[config.mk]
export PLATFORM = sky130hd
export DESIGN_NAME = alu_pipe
export DESIGN_NICKNAME = d
export VERILOG_FILES = /design/src/rtl/alu_pkg.sv /design/src/rtl/alu_core.sv /design/src/rtl/alu_pipe.sv
export SDC_FILE = /design/constraint.sdc
export NUM_CORES = 1
export LEC_CHECK = 0
export CAP_MARGIN = 20
export CORE_MARGIN = 1.5
export CORE_UTILIZATION = 40
export CTS_CLUSTER_DIAMETER = 40
export DETAILED_ROUTE_END_ITERATION = 10
export GPL_ROUTABILITY_DRIVEN = 1
export HOLD_SLACK_MARGIN = 0.02
export PLACE_DENSITY = 0.73
export SLEW_MARGIN = 25
export SYNTH_ARGS = -nofsm -noshare
export SYNTH_HDL_FRONTEND = slang
export SYNTH_SLANG_ARGS = --single-unit
[constraint.sdc]
create_clock -name clk -period 3 [get_ports clk]
set_input_delay 0.6 -clock clk [delete_from_list [all_inputs] [get_ports clk]]
set_output_delay 0.6 -clock clk [all_outputs]
set_load 0.03 [all_outputs]
[src/rtl/alu_pkg.sv]
// Shared opcode and flag definitions for the pipelined ALU (alu_core, alu_pipe).
package alu_pkg;

    typedef enum logic [2:0] {
        OP_ADD = 3'd0,
        OP_SUB = 3'd1,
        OP_AND = 3'd2,
        OP_OR  = 3'd3,
        OP_XOR = 3'd4,
        OP_SLL = 3'd5,
        OP_SRA = 3'd6,
        OP_ACC = 3'd7
    } op_e;

    // Bit positions inside the 4-bit {N, V, C, Z} flag vector
    localparam int FLAG_Z = 0;
    localparam int FLAG_C = 1;
    localparam int FLAG_V = 2;
    localparam int FLAG_N = 3;

endpackage

[src/rtl/alu_core.sv]
// Combinational ALU datapath: result and {N,V,C,Z} from operands, opcode and accumulator.
// Signed saturation of ADD/SUB/ACC is enabled by defining ALU_SAT_EN.
module alu_core
    import alu_pkg::*;
#(
    parameter int WIDTH = 8
) (
    input  logic [WIDTH-1:0] a,
    input  logic [WIDTH-1:0] b,
    input  op_e              op,
    input  logic [WIDTH-1:0] acc,
    output logic [WIDTH-1:0] result,
    output logic [3:0]       flags
);

    localparam int SHW = $clog2(WIDTH);

    localparam logic [WIDTH-1:0] SAT_MAX = {1'b0, {(WIDTH-1){1'b1}}};
    localparam logic [WIDTH-1:0] SAT_MIN = {1'b1, {(WIDTH-1){1'b0}}};

    logic [WIDTH-1:0] x_op;
    logic [WIDTH-1:0] y_op;
    logic [WIDTH:0]   sum;
    logic [WIDTH:0]   diff;
    logic [SHW-1:0]   shamt;
    logic [WIDTH-1:0] raw;
    logic             carry;
    logic             ovf;

    // ACC reuses the adder with the accumulator as the first operand
    assign x_op  = (op == OP_ACC) ? acc : a;
    assign y_op  = (op == OP_ACC) ? a   : b;
    assign sum   = {1'b0, x_op} + {1'b0, y_op};
    assign diff  = {1'b0, a} - {1'b0, b};
    assign shamt = b[SHW-1:0];

    always_comb begin
        raw   = '0;
        carry = 1'b0;
        ovf   = 1'b0;
        case (op)
            OP_ADD, OP_ACC: begin
                raw   = sum[WIDTH-1:0];
                carry = sum[WIDTH];
                ovf   = (x_op[WIDTH-1] == y_op[WIDTH-1]) && (sum[WIDTH-1] != x_op[WIDTH-1]);
            end
            OP_SUB: begin
                raw   = diff[WIDTH-1:0];
                carry = diff[WIDTH];
                ovf   = (a[WIDTH-1] != b[WIDTH-1]) && (diff[WIDTH-1] != a[WIDTH-1]);
            end
            OP_AND:  raw = a & b;
            OP_OR:   raw = a | b;
            OP_XOR:  raw = a ^ b;
            OP_SLL:  raw = a << shamt;
            OP_SRA:  raw = $unsigned($signed(a) >>> shamt);
            default: raw = '0;
        endcase
    end

    // Overflow direction always follows the sign of the first operand
`ifdef ALU_SAT_EN
    assign result = ovf ? (x_op[WIDTH-1] ? SAT_MIN : SAT_MAX) : raw;
`else
    assign result = raw;
`endif

    always_comb begin
        flags         = '0;
        flags[FLAG_N] = result[WIDTH-1];
        flags[FLAG_V] = ovf;
        flags[FLAG_C] = carry;
        flags[FLAG_Z] = (result == '0);
    end

endmodule

[src/rtl/alu_pipe.sv]
// Two-stage valid/ready pipelined ALU with running accumulator and status flags.
// Define ALU_SAT_EN for signed saturation of ADD/SUB/ACC (implemented in alu_core).
module alu_pipe
    import alu_pkg::*;
#(
    parameter int WIDTH = 8
) (
    input  logic             clk,
    input  logic             rst_n,
    input  logic             in_valid,
    output logic             in_ready,
    input  logic [WIDTH-1:0] a,
    input  logic [WIDTH-1:0] b,
    input  logic [2:0]       op,
    input  logic             acc_clr,
    output logic             out_valid,
    input  logic             out_ready,
    output logic [WIDTH-1:0] result,
    output logic [3:0]       flags,
    output logic [WIDTH-1:0] acc
);

    logic             s1_valid;
    logic [WIDTH-1:0] s1_a;
    logic [WIDTH-1:0] s1_b;
    op_e              s1_op;
    logic             s2_ready;
    logic             acc_beat;
    logic [WIDTH-1:0] acc_src;
    logic [WIDTH-1:0] core_result;
    logic [3:0]       core_flags;

    assign s2_ready = !out_valid || out_ready;
    assign in_ready = !s1_valid || s2_ready;
    assign acc_beat = s1_valid && s2_ready && (s1_op == OP_ACC);

    // A clear coinciding with an ACC beat makes that beat start from zero
    assign acc_src = acc_clr ? '0 : acc;

    alu_core #(
        .WIDTH (WIDTH)
    ) u_core (
        .a      (s1_a),
        .b      (s1_b),
        .op     (s1_op),
        .acc    (acc_src),
        .result (core_result),
        .flags  (core_flags)
    );

    always_ff @(posedge clk or negedge rst_n) begin
        if (!rst_n) begin
            s1_valid <= 1'b0;
            s1_a     <= '0;
            s1_b     <= '0;
            s1_op    <= OP_ADD;
        end else if (in_ready) begin
            s1_valid <= in_valid;
            if (in_valid) begin
                s1_a  <= a;
                s1_b  <= b;
                s1_op <= op_e'(op);
            end
        end
    end

    // Output register holds while the consumer stalls
    always_ff @(posedge clk or negedge rst_n) begin
        if (!rst_n) begin
            out_valid <= 1'b0;
            result    <= '0;
            flags     <= '0;
        end else if (s2_ready) begin
            out_valid <= s1_valid;
            if (s1_valid) begin
                result <= core_result;
                flags  <= core_flags;
            end
        end
    end

    always_ff @(posedge clk or negedge rst_n) begin
        if (!rst_n) begin
            acc <= '0;
        end else if (acc_beat) begin
            acc <= core_result;
        end else if (acc_clr) begin
            acc <= '0;
        end
    end

endmodule

# Word-level counts from Yosys, hierarchy flattened
# Cells that the tools add are included.
# word_totals
inputBits	24
register_bits	41
out_inout_bits	22
# op_classes
eq_ne	11
n_addsub	2
muxes	7
bitwise_logic	3
shifts	2
reduce_logical	13
# ops
operator	count
case mux 8 bit (7 select lines)	1
two-way mux 8 bit	4
== test 3 bit, second input constant	4
adder 8 x 8 -> 9 bit	1
subtractor 8 x 8 -> 9 bit	1
bitwise AND 8 bit	1
zero test 8 bit	1
bitwise OR 8 bit	1
left shift 8 x 3 -> 8 bit	1
>>> shifter 8 x 3 -> 8 bit	1
XOR 8 bit	1
== test 3 x 2 -> 1 bit, second input constant	2
logical AND 1 bit	4
case mux 1 bit (2 select lines)	2
AND reduction 2 bit	2
== test 3 x 1 -> 1 bit, second input constant	1
zero test 3 bit	1
inequality test 1 bit	3
zero test 1 bit	2
logical OR 1 bit	2
OR reduction 2 bit	1
== test 1 bit	1

# Logic depth before layout (Yosys ltp)
# Gate-level depths: netlist of run 1.
# logic_depth
word_depth	6
ltp_mapped	16
ltp_nobuf	13

# Hierarchy
# From an unflattened synthesis of run 1, not the netlist that was laid out.
# unflattened
cells_unflattened	387
hier_area_um2	3727.3
# by_module_without_submodules
mod	n_inst	seq_area_each_um2	cells_per_inst	area_each_um2
alu_core	1	0.0	289	2117.0
alu_pipe	1	1026.0	98	1610.3

# Worst setup path after synthesis of run 1
# No wires, ideal clock.
# synth_timing
path_kind	reg-to-reg
start	register s1_op[2]
end	register flags[0]
n_path_buf	3
setup_ns	0.104
slack_ns	-0.035
required_ns	2.896
period_less_slack_ns	3.035
stages_incl_launch_ff	17
arrival_time_ns	2.932
path_cell_list	dfrtp_1 -> buf_2 -> nand3_1 -> clkbuf_1 -> clkbuf_1 -> nand2_1 -> o21ai_0 -> ha_1 -> inv_1 -> fa_1 -> nor2b_1 -> o31a_1 -> o21a_1 -> nor2_1 -> xnor2_1 -> a2bb2oi_1 -> o41ai_2
# synth_via
elab_chain_len	5
word_cells_on_any_way	14
classes_between	add/sub: 1; eq/ne: 7; mux: 3; reduce/logical: 3
# synth_rtl
item	line_no	text
start, declared	alu_pipe.sv:26	op_e s1_op;
start signal, assigned	alu_pipe.sv:62	s1_op <= op_e'(op);
== test 3 bit	alu_core.sv:31, alu_core.sv:32, alu_core.sv:41	
two-way mux 8 bit (on tied branches)	alu_core.sv:31, alu_core.sv:32	
adder 8 x 8 -> 9 bit	alu_core.sv:33	assign sum = {1'b0, x_op} + {1'b0, y_op};
case mux 8 bit (7 select lines) (*)	alu_core.sv:41	case (op)
zero test 8 bit (*)	alu_core.sv:73	flags[FLAG_Z] = (result == '0);
end signal, assigned	alu_pipe.sv:77	flags <= core_flags;
end, declared	alu_pipe.sv:19	output logic [3:0] flags,
# Every way passes the cells marked *; elsewhere a longest branch is shown, timed or not.
# A chain may end at the register's enable or synchronous reset.

# Final worst setup path of run 1
# layout_timing
start	input port acc_clr
end	register flags[0]
# layout_via
elab_chain_len	5
# layout_rtl
item	line_no	text
start, declared	alu_pipe.sv:15	input logic acc_clr,
two-way mux 8 bit	-	
two-way mux 8 bit	alu_core.sv:31	assign x_op = (op == OP_ACC) ? acc : a;
adder 8 x 8 -> 9 bit	alu_core.sv:33	
case mux 8 bit (7 select lines)	alu_core.sv:41	
zero test 8 bit	alu_core.sv:73	
# No other way between the ends.

==> key figures, run 1 <==
Status
  • Outcome: complete, no violations

Detailed routing
  • Uppermost layer routed: met4
  • First DRT Iteration DRCs: 218
  • Remaining DRCs: 0
  • Post-DR vias/cell: 5.694
  • WL met3: 617 um
  • Total number of vias: 3291
  • Routed wire length: 9579 um
  • Wirelength per Cell: 16.57 um
  • Detail Route Antenna Nets: 0
  • Metal1 wirelength: 4346 um
  • Met2 wire length: 4428 um
  • DR pass1 iterations: 5

Clock tree
  • Bufs on Longest Clock Path: 2
  • Number of CTS-inserted buffers: 5
  • Clock slew at reported path FFs: 0.09 ns
  • Clk_lat worst skew: 0.30 ns
  • CTS tree: yes
  • Post-CTS Hold Buffers: 0
  • Clock sink count: 40
  • Root buf cell: clkbuf_8
  • H-tree Lvls: 2

Setup path
  • Required @ worst endpoint: 3.21 ns
  • Startpoint Class: input port
  • Critical path arrival: 3.07 ns
  • Sequence of cells on the critical path: clkdlybuf4s50_1 -> nand2b_1 -> o21ai_1 -> ha_2 -> inv_1 -> fa_2 -> nor2b_1 -> o31a_1 -> o21a_1 -> nor2_1 -> xnor2_1 -> a2bb2oi_2 -> o41ai_2
  • Max stage delay on crit path: 0.43 ns
  • Worst path slowest cell: clkdlybuf4s50_1
  • Critical path launch point: acc_clr
  • Worst-path maximum fanout: 3
  • R2R Path Start: s1_op[0]$_DFFE_PN0P_
  • Setup CP Type: input port to flip-flop
  • Critical path endpoint category: flip-flop

Power and ir drop
  • Gate power share: 58.0%
  • Switching part of the total: 41.38%
  • Peak supply drop: 0.2846 mV
  • Leakage Power: 2.017 nW
  • Sequential power share: 25.1%
  • Cell-internal power: 1.691 mW
  • Clock share of power: 17.0%
  • Cell Pwr Density: 645.6 mW/mm^2
  • P_sw: 1.194 mW

Final layout
  • Diode count: 0
  • Layout cell share with drive strength beyond 1: 17.66%
  • Area Overhead vs Synth: 24.98%
  • Most frequent cells in the layout: nand2_1 (51), clkdlybuf4s50_1 (44), dfrtp_1 (40)
  • Most common cell after layout, fill and taps aside: nand2_1
  • Util after Layout: 51.50%
  • Fin nets: 528

Logic synthesis
  • Number of synthesized flops with an enable pin: 0
  • Seq/Total Area, Yosys: 27.99%
  • FF+latch count, synth: 40
  • Post-Synthesis Cells: 405
  • Top_reg_cell synth: dfrtp_1
  • Synth unique cells: 62
  • Mean area per synthesized cell: 8.829 um^2
  • Async SR Flop Fraction: 100.0%
  • Syn Nets: 464
  • Mapped Area: 0.003576 mm^2
  • Ys Warns: 0

Global routing
  • Congestion Overflow GR: 0
  • Vias in the first global route: 3226
  • Largest net degree at the start of global routing: 41
  • First-pass GRT wire length: 16140 um
  • Initial antenna violation count: 0
  • Gr usage total: 21.10%

STA
  • Finish-stage setup viols: 0
  • Clock skew: 0.01575 ns
  • Period utilization: 95.20%
  • Final-report max-slew violation count: 0
  • RSZ-0062 raised after global routing: no
  • Final hold vios: 0
  • Worst rel slew slack: 66.25%
  • Worst Tran Pin Value: 0.5062 ns
  • Fin crit period: 2.856 ns
  • Fmax: 350.1 MHz
  • Total Neg Setup Slack: 0 ns
  • Hold WS: 0.2507 ns

Placement
  • Routability cong.: 0.9440
  • HPWL after detailed placement: 7394 um
  • Port Buffers: 45

Hold path
  • Hold Path Class: input port to asynchronous set/reset pin

Job
  • Max Cap Viol: 0

Floorplan
  • Vert. Die Dim: 97.55 um
  • Die Wd: 97.55 um
  • Core ar.: 0.008678 mm^2
  • Die area: 0.009516 mm^2
  • Num rows: 34
  • Initial Util: 41.21%
  • I/O pins: 46
power groups by stage:
stage	Clock, mW	Combinational [mW]	Sequential, mW
3_5_place_dp	0	1.64	0.736
6_report	0.489	1.67	0.724
5_1_grt	0.527	1.82	0.743
2_1_floorplan	0	0.956	0.860
3_3_place_gp	0	1.61	0.731
4_1_cts	0.503	1.65	0.725
metal layers:
layer | up-vias | global-route usage (%)
met5 | - | 0
met4 | 0 | 7.582
met3 | 14 | 3.453
met2 | 129 | 33.23
met1 | 1571 | 29.24
li1 | 1577 | -
synthesized netlist by cell type (2+ instances only):
library cell   n  area, um^2
nand2_1       51       191.4
dfrtp_1       40        1001
ha_1          33       412.9
o21ai_0       30       150.1
inv_1         26       97.59
mux2_2        20       225.2
a21oi_1       19       95.09
nand2b_1      16       100.1
nor2_1        15       56.30
clkbuf_1      14       52.55
mux2i_1       11       110.1
xnor2_1        9       78.83
buf_2          7       35.03
nor2b_1        7       43.79
a221oi_1       6       52.55
a31oi_1        6       37.54
mux4_2         6       135.1
nand3_1        5       25.02
nand3b_1       5       37.54
o211ai_1       5       37.54
o21ai_1        5       25.02
nor3_1         4       20.02
a21o_1         3       22.52
a22oi_1        3       22.52
a32oi_1        3       26.28
inv_2          3       11.26
nor3b_1        3       22.52
or3_1          3       18.77
xor2_1         3       26.28
a211oi_1       2       15.01
a221o_1        2       20.02
a31o_2         2       17.52
and2_0         2       12.51
and2_1         2       12.51
fa_1           2       40.04
nand4_1        2       12.51
o21a_1         2       15.01
o22ai_1        2       12.51
o311ai_1       2       17.52
o31ai_1        2       15.01
metrics by stage:
stage | worst slack, ns | area, um^2 | std cells | power, mW
5_1_grt | 0.01526 | 4469 | 578 | 3.091
3_3_place_gp | -0.1846 | 4329 | 570 | 2.338
4_1_cts | 0.04874 | 4456 | 578 | 2.880
2_1_floorplan | 0.04599 | 3577 | 405 | 1.817
6_report | 0.1440 | 4469 | 578 | 2.886
3_5_place_dp | -0.2670 | 4329 | 570 | 2.378
worst max-delay path, delay by kind of cell:
| family | cells | cell delay, ns |
|---|---|---|
| adder cells (fa/ha/maj) | 2 | 0.55 |
| buffers and inverters | 2 | 0.49 |
| AND/OR/NAND/NOR | 3 | 0.38 |
| AO/OA/AOI/OAI | 5 | 0.91 |
| XOR/XNOR | 1 | 0.13 |
final cells by class:
type                    instances  area [um^2]
inverters                      29        108.9
well taps                     108        135.1
repair buffers                 81        730.7
multi-input cells             312         2367
clock inverters                 1        30.03
clock buffers                   7        96.34
fillers                       863         4209
flip-flops and latches         40         1001
final timing paths:
kind	endpoint	slack [ns]	cells past startpoint
min in group clk	result[0]$_DFFE_PN0P_	0.48	2
worst min-delay path	result[1]$_DFFE_PN0P_	0.25	1
worst min register to register	result[0]$_DFFE_PN0P_	0.48	2
worst max register to register	flags[0]$_DFFE_PN0P_	0.20	13
worst max-delay path	flags[0]$_DFFE_PN0P_	0.14	13
max in group asynchronous	s1_b[0]$_DFFE_PN0P_	2.37	1
what timing repair did:
item                       CTS  global route
setup endpoints to repair    0             4
buffers inserted             0             0
resized for setup            0             4
hold endpoints to repair     0             0
sequential cells by signal (all words and copies together), names as in the netlist:
| signal | cells |
|---|---|
| flags | 3 |
| s1_op | 3 |
| s1_b | 8 |
| acc | 8 |
| out_valid | 1 |
| result | 8 |
| s1_a | 8 |
| s1_valid | 1 |
kinds of logic after synthesis:
| family | share of synthesized area [%] |
|---|---|
| buf+inv | 6.123 |
| xor+xnor | 2.939 |
| simple gates | 16.41 |
| fa+ha+maj | 12.67 |
| flops | 27.99 |
| mux | 13.16 |
| compound gates | 20.71 |
No activity file was read; power rests on OpenSTA's default activity.
==> run 2: changes to the inputs <==
--- a/config.mk
+++ b/config.mk
@@ -13,6 +13,7 @@
 export GPL_ROUTABILITY_DRIVEN = 1
 export HOLD_SLACK_MARGIN = 0.02
 export PLACE_DENSITY = 0.73
+export SETUP_SLACK_MARGIN = 0.3
 export SLEW_MARGIN = 25
 export SYNTH_ARGS = -nofsm -noshare
 export SYNTH_HDL_FRONTEND = slang
==> key figures, run 2 (synthesis gave the netlist of run 1 again) <==
Status
  • Outcome: complete, no violations

Global routing
  • Vias in the first global route: 3226
  • Largest net degree at the start of global routing: 41
  • Initial antenna violation count: 0
  • Congestion Overflow GR: 0
  • First-pass GRT wire length: 16980 um
  • Gr usage total: 22.24%

STA
  • Worst rel slew slack: 54.38%
  • Fin crit period: 2.731 ns
  • Total Neg Setup Slack: 0 ns
  • Hold WS: 0.2318 ns
  • Worst Tran Pin Value: 0.6748 ns
  • Post-route setup slack: 0.2691 ns
  • Final-report max-slew violation count: 0
  • Fmax: 366.2 MHz
  • Clock skew: 0.01262 ns
  • RSZ-0062 raised after global routing: yes
  • Finish-stage setup viols: 0
  • Period utilization: 91.03%
  • Final hold vios: 0

Power and ir drop
  • Clock share of power: 15.7%
  • Leakage Power: 2.122 nW
  • Sequential power share: 23.5%
  • Switching part of the total: 42.93%
  • Cell-internal power: 1.754 mW
  • P_sw: 1.319 mW
  • Peak supply drop: 0.2849 mV
  • Gate power share: 60.9%
  • Cell Pwr Density: 645.2 mW/mm^2

Floorplan
  • I/O pins: 46
  • Die area: 0.009516 mm^2
  • Vert. Die Dim: 97.55 um
  • Core ar.: 0.008678 mm^2
  • Initial Util: 41.21%
  • Num rows: 34
  • Die Wd: 97.55 um

Final layout
  • Diode count: 0
  • Most frequent cells in the layout: nand2_1 (48), clkdlybuf4s50_1 (43), buf_4 (41)
  • Area Overhead vs Synth: 33.21%
  • Most common cell after layout, fill and taps aside: nand2_1
  • Layout cell share with drive strength beyond 1: 25.88%
  • Fin nets: 541

Setup path
  • R2R setup slack: 0.27 ns
  • Setup CP Type: flip-flop to flip-flop
  • Critical path arrival: 2.92 ns
  • Critical path endpoint category: flip-flop
  • Required @ worst endpoint: 3.19 ns
  • Startpoint Class: flip-flop
  • Worst-path maximum fanout: 3

Detailed routing
  • Remaining DRCs: 0
  • DR pass1 iterations: 5
  • First DRT Iteration DRCs: 342
  • Wirelength per Cell: 17.77 um
  • Detail Route Antenna Nets: 0
  • Routed wire length: 10500 um
  • Post-DR vias/cell: 5.646
  • Total number of vias: 3337

Clock tree
  • CTS tree: yes
  • Clk_lat worst skew: 0.31 ns
  • Clock slew at reported path FFs: 0.10 ns
  • Root buf cell: clkbuf_8
  • Clock sink count: 40
  • Bufs on Longest Clock Path: 2
  • Post-CTS Hold Buffers: 0
  • H-tree Lvls: 2
  • Number of CTS-inserted buffers: 5

Job
  • Max Cap Viol: 0

Placement
  • Routability cong.: 0.9663
  • HPWL after detailed placement: 7750 um
  • Pre-CTS setup slack: -0.2047 ns
  • Port Buffers: 45

Hold path
  • Hold Path Class: input port to asynchronous set/reset pin
## run 2: cell types whose count changed in the layout (fill, tap and decap cells not counted), moves of 4 or more
| cell | delta |
|---|---|
| nand2b_1 | -4 |
| dfrtp_1 | -4 |
| o21ai_2 | +6 |
| buf_4 | +5 |
| nand2b_4 | +4 |
| dfrtp_2 | +4 |
| o21ai_0 | -10 |
| buf_6 | +4 |
## run 2: metal layers
| layer | global-route usage, % | part of all wire (%) | up-vias |
|---|---|---|---|
| li1 | - | - | 1603 |
| met3 | 3.813 | 6.1 | 10 |
| met1 | 30.76 | 45 | 1601 |
| met5 | 0 | 0 | - |
| met4 | 4.396 | 1.0 | 0 |
| met2 | 36.65 | 48 | 123 |
## run 2: worst paths after layout
| kind | start | endpoint | depth (start not counted) |
|---|---|---|---|
| max | s1_op[1]$_DFFE_PN0P_ | result[6]$_DFFE_PN0P_ | 13 |
| min | rst_n | acc[0]$_DFF_PN0_ | 1 |
| max reg2reg | s1_op[1]$_DFFE_PN0P_ | result[6]$_DFFE_PN0P_ | 13 |
| min reg2reg | result[2]$_DFFE_PN0P_ | result[2]$_DFFE_PN0P_ | 2 |
| max in group asynchronous | rst_n | out_valid$_DFFE_PN0P_ | 2 |
| min in group clk | result[2]$_DFFE_PN0P_ | result[2]$_DFFE_PN0P_ | 2 |
## run 2: timing repair
item                                   CTS  global route
resized for setup                       16            39
setup buffers                            6             6
setup endpoints to repair                9             7
pin swaps                               11            18
endpoints found under the hold margin    0             0
## run 2: worst max-delay path, cell delays in order, from the launching register on
cell	delay (ns)
dfrtp_2	0.45
nand2_1	0.20
nor2_4	0.07
nor2_1	0.09
a21o_1	0.16
inv_1	0.08
fa_2	0.41
nor2b_2	0.16
o31a_1	0.20
o21a_1	0.18
nor2_2	0.05
xnor2_1	0.14
a2bb2oi_2	0.16
mux2_4	0.27
## run 2: area by class of cell
type / instances / area (um^2)
well taps: 108 / 135.1
repair buffers: 94 / 869.6
fillers: 796 / 3915
flip-flops and latches: 40 / 1006
inverters: 29 / 108.9
clock buffers: 5 / 68.82
clock inverters: 3 / 46.29
multi-input cells: 312 / 2529
## run 2: power by group through the flow
stage	combinational [mW]	sequential, mW	clock [mW]
after global routing	2.01	0.737	0.518
after detailed placement	1.67	0.732	0
final	1.87	0.721	0.482
after floorplan	0.972	0.863	0
after CTS	1.72	0.722	0.492
after global placement	1.65	0.729	0
## run 2: stage by stage
| stage | area (um^2) | utilization, % | total power [mW] | std cells |
|---|---|---|---|---|
| floorplan | 3630 | - | 1.835 | 405 |
| global placement | 4337 | 49.97 | 2.382 | 570 |
| detailed placement | 4337 | 49.97 | 2.398 | 570 |
| CTS | 4531 | 52.21 | 2.938 | 584 |
| global route | 4763 | 54.89 | 3.270 | 591 |
| finish | 4763 | 54.89 | 3.073 | 591 |
==> run 3: changes to the inputs <==
--- a/config.mk
+++ b/config.mk
@@ -6,13 +6,13 @@
 export NUM_CORES = 1
 export LEC_CHECK = 0
 export CAP_MARGIN = 20
-export CORE_MARGIN = 1.5
-export CORE_UTILIZATION = 40
+export CORE_MARGIN = 2
+export CORE_UTILIZATION = 47
 export CTS_CLUSTER_DIAMETER = 40
 export DETAILED_ROUTE_END_ITERATION = 10
 export GPL_ROUTABILITY_DRIVEN = 1
 export HOLD_SLACK_MARGIN = 0.02
-export PLACE_DENSITY = 0.73
+export PLACE_DENSITY = 0.8
 export SETUP_SLACK_MARGIN = 0.3
 export SLEW_MARGIN = 25
 export SYNTH_ARGS = -nofsm -noshare
==> constraint.sdc (replaced) <==
create_clock -name clk -period 2.7 [get_ports clk]
set_input_delay 0.54 -clock clk [delete_from_list [all_inputs] [get_ports clk]]
set_output_delay 0.54 -clock clk [all_outputs]
set_load 0.03 [all_outputs]
==> key figures, run 3 (synthesis gave the netlist of run 1 again) <==
Setup path
  • Critical path endpoint category: flip-flop
  • Critical path arrival: 2.81 ns
  • Required @ worst endpoint: 2.95 ns
  • Sequence of cells on the critical path: buf_12 -> nand3_4 -> o21ai_2 -> ha_2 -> inv_2 -> fa_2 -> nor2b_2 -> o31a_1 -> o21a_1 -> nor2_1 -> xnor2_1 -> a2bb2oi_2 -> a31o_2
  • CP Buf/Inv Count: 2
  • Setup CP Type: flip-flop to flip-flop
  • Worst-path maximum fanout: 4
  • Kind of cell adding the most delay to the critical path: compound AO/OA/AOI/OAI gates
  • Worst path slowest cell: dfrtp_2
  • Max stage delay on crit path: 0.44 ns
  • Startpoint Class: flip-flop

Detailed routing
  • First DRT Iteration DRCs: 348
  • Remaining DRCs: 0
  • Detail Route Antenna Nets: 0
  • Wirelength per Cell: 17.89 um
  • Post-DR vias/cell: 5.893
  • DR pass1 iterations: 5
  • Total number of vias: 3483
  • Routed wire length: 10570 um

Clock tree
  • H-tree Lvls: 2
  • Clock sink count: 40
  • Clock slew at reported path FFs: 0.08 ns
  • Root buf cell: clkbuf_8
  • Clk_lat worst skew: 0.31 ns
  • CTS tree: yes
  • Bufs on Longest Clock Path: 2
  • Number of CTS-inserted buffers: 5

Hold path
  • Hold Path Class: input port to asynchronous set/reset pin

STA
  • Post-route setup slack: 0.1356 ns
  • Period utilization: 94.98%
  • Worst rel slew slack: 39.75%
  • Final hold vios: 0
  • Fmax: 389.9 MHz
  • Hold WS: 0.3608 ns
  • Worst Tran Pin Value: 0.9038 ns
  • Total Neg Setup Slack: 0 ns
  • Fin crit period: 2.564 ns
  • RSZ-0062 raised after global routing: yes
  • Finish-stage setup viols: 0
  • Final-report max-slew violation count: 0
  • Clock skew: 0.006920 ns

Placement
  • Port Buffers: 45
  • HPWL after detailed placement: 7753 um
  • Routability cong.: 0.9456
  • Pre-CTS setup slack: -0.4095 ns

Floorplan
  • Initial Util: 49.04%
  • Die area: 0.008322 mm^2
  • Vert. Die Dim: 91.23 um
  • Core ar.: 0.007292 mm^2
  • I/O pins: 46
  • Die Wd: 91.23 um
  • Num rows: 31

Power and ir drop
  • Cell Pwr Density: 700.6 mW/mm^2
  • Peak supply drop: 0.2930 mV
  • Leakage Power: 2.164 nW
  • Pwr Total: 3.369 mW

Global routing
  • Largest net degree at the start of global routing: 41
  • First-pass GRT wire length: 16820 um
  • Initial antenna violation count: 0
  • Congestion Overflow GR: 0
  • Vias in the first global route: 3252
  • Gr usage total: 25.31%

Status
  • Outcome: complete, no violations

Final layout
  • Diode count: 0
  • Most frequent cells in the layout: nand2_1 (48), buf_4 (47), clkdlybuf4s50_1 (42)
  • Most common cell after layout, fill and taps aside: nand2_1
  • Layout cell share with drive strength beyond 1: 28.25%
  • Fin nets: 550
  • Area Overhead vs Synth: 34.46%

Job
  • Max Cap Viol: 0
run 3: changes by cell type in the layout (fill, tap and decap cells not counted), moves of 3 or more:
cell	before	now
nand2b_1	12	15
o21ai_0	19	16
nand2b_4	4	1
buf_4	41	47
o21ai_2	6	9
buf_12	0	3
run 3: cell type report:
type / count / area (um^2)
clock buffer: 5 / 68.82
multi-input combinational: 314 / 2552
timing repair buffer: 101 / 930.9
tap: 99 / 123.9
inverter: 29 / 108.9
clock inverter: 3 / 18.77
sequential: 40 / 1005
fill: 658 / 2484
run 3: path summary, 6_finish.rpt:
path / end / startpoint / slack [ns] / cells after the start
worst max-delay path: acc[6]$_DFF_PN0_ / s1_op[0]$_DFFE_PN0P_ / 0.14 / 13
worst min-delay path: acc[0]$_DFF_PN0_ / rst_n / 0.36 / 1
worst max register to register: acc[6]$_DFF_PN0_ / s1_op[0]$_DFFE_PN0P_ / 0.14 / 13
worst min register to register: result[4]$_DFFE_PN0P_ / result[4]$_DFFE_PN0P_ / 0.49 / 2
max in group asynchronous: s1_op[2]$_DFFE_PN0P_ / rst_n / 1.72 / 1
min in group clk: result[4]$_DFFE_PN0P_ / result[4]$_DFFE_PN0P_ / 0.49 / 2
run 3: power breakdown:
group	internal [mW]	leakage, nW	switching [mW]
clock	0.181	0.0479	0.241
sequential	0.714	0.488	0.0929
combinational	1.00	1.63	1.14
run 3: per-stage QoR:
step | util [%] | instance area (um^2) | std cells
2_1_floorplan | - | 3665 | 405
3_3_place_gp | 61.17 | 4461 | 576
3_5_place_dp | 61.17 | 4461 | 576
4_1_cts | 62.95 | 4591 | 587
5_1_grt | 65.94 | 4808 | 591
6_report | 65.94 | 4808 | 591
run 3: worst register-to-register path, cell delays in order, from the launching register on:
cell and delay [ns]:
dfrtp_2 0.44, buf_12 0.13, nand3_4 0.11, o21ai_2 0.14, ha_2 0.20, inv_2 0.04, fa_2 0.34, nor2b_2 0.14
o31a_1 0.17, o21a_1 0.14, nor2_1 0.05, xnor2_1 0.18, a2bb2oi_2 0.23, a31o_2 0.19
run 3: what timing repair did:
action,in CTS,in global routing
gates resized for setup,11,41
cloned,1,1
setup buffers,2,3
hold buffers,0,0
endpoints found under the setup margin,14,17
pin swaps,7,12
run 3: metal layers:
metal  routed length, um  track usage (%)  up-vias
met5                   0                0        -
met4                 327            9.596        0
met3                 778            2.988       28
met2                4931            40.93      157
met1                4535            34.75     1673
li1                    -                -     1625
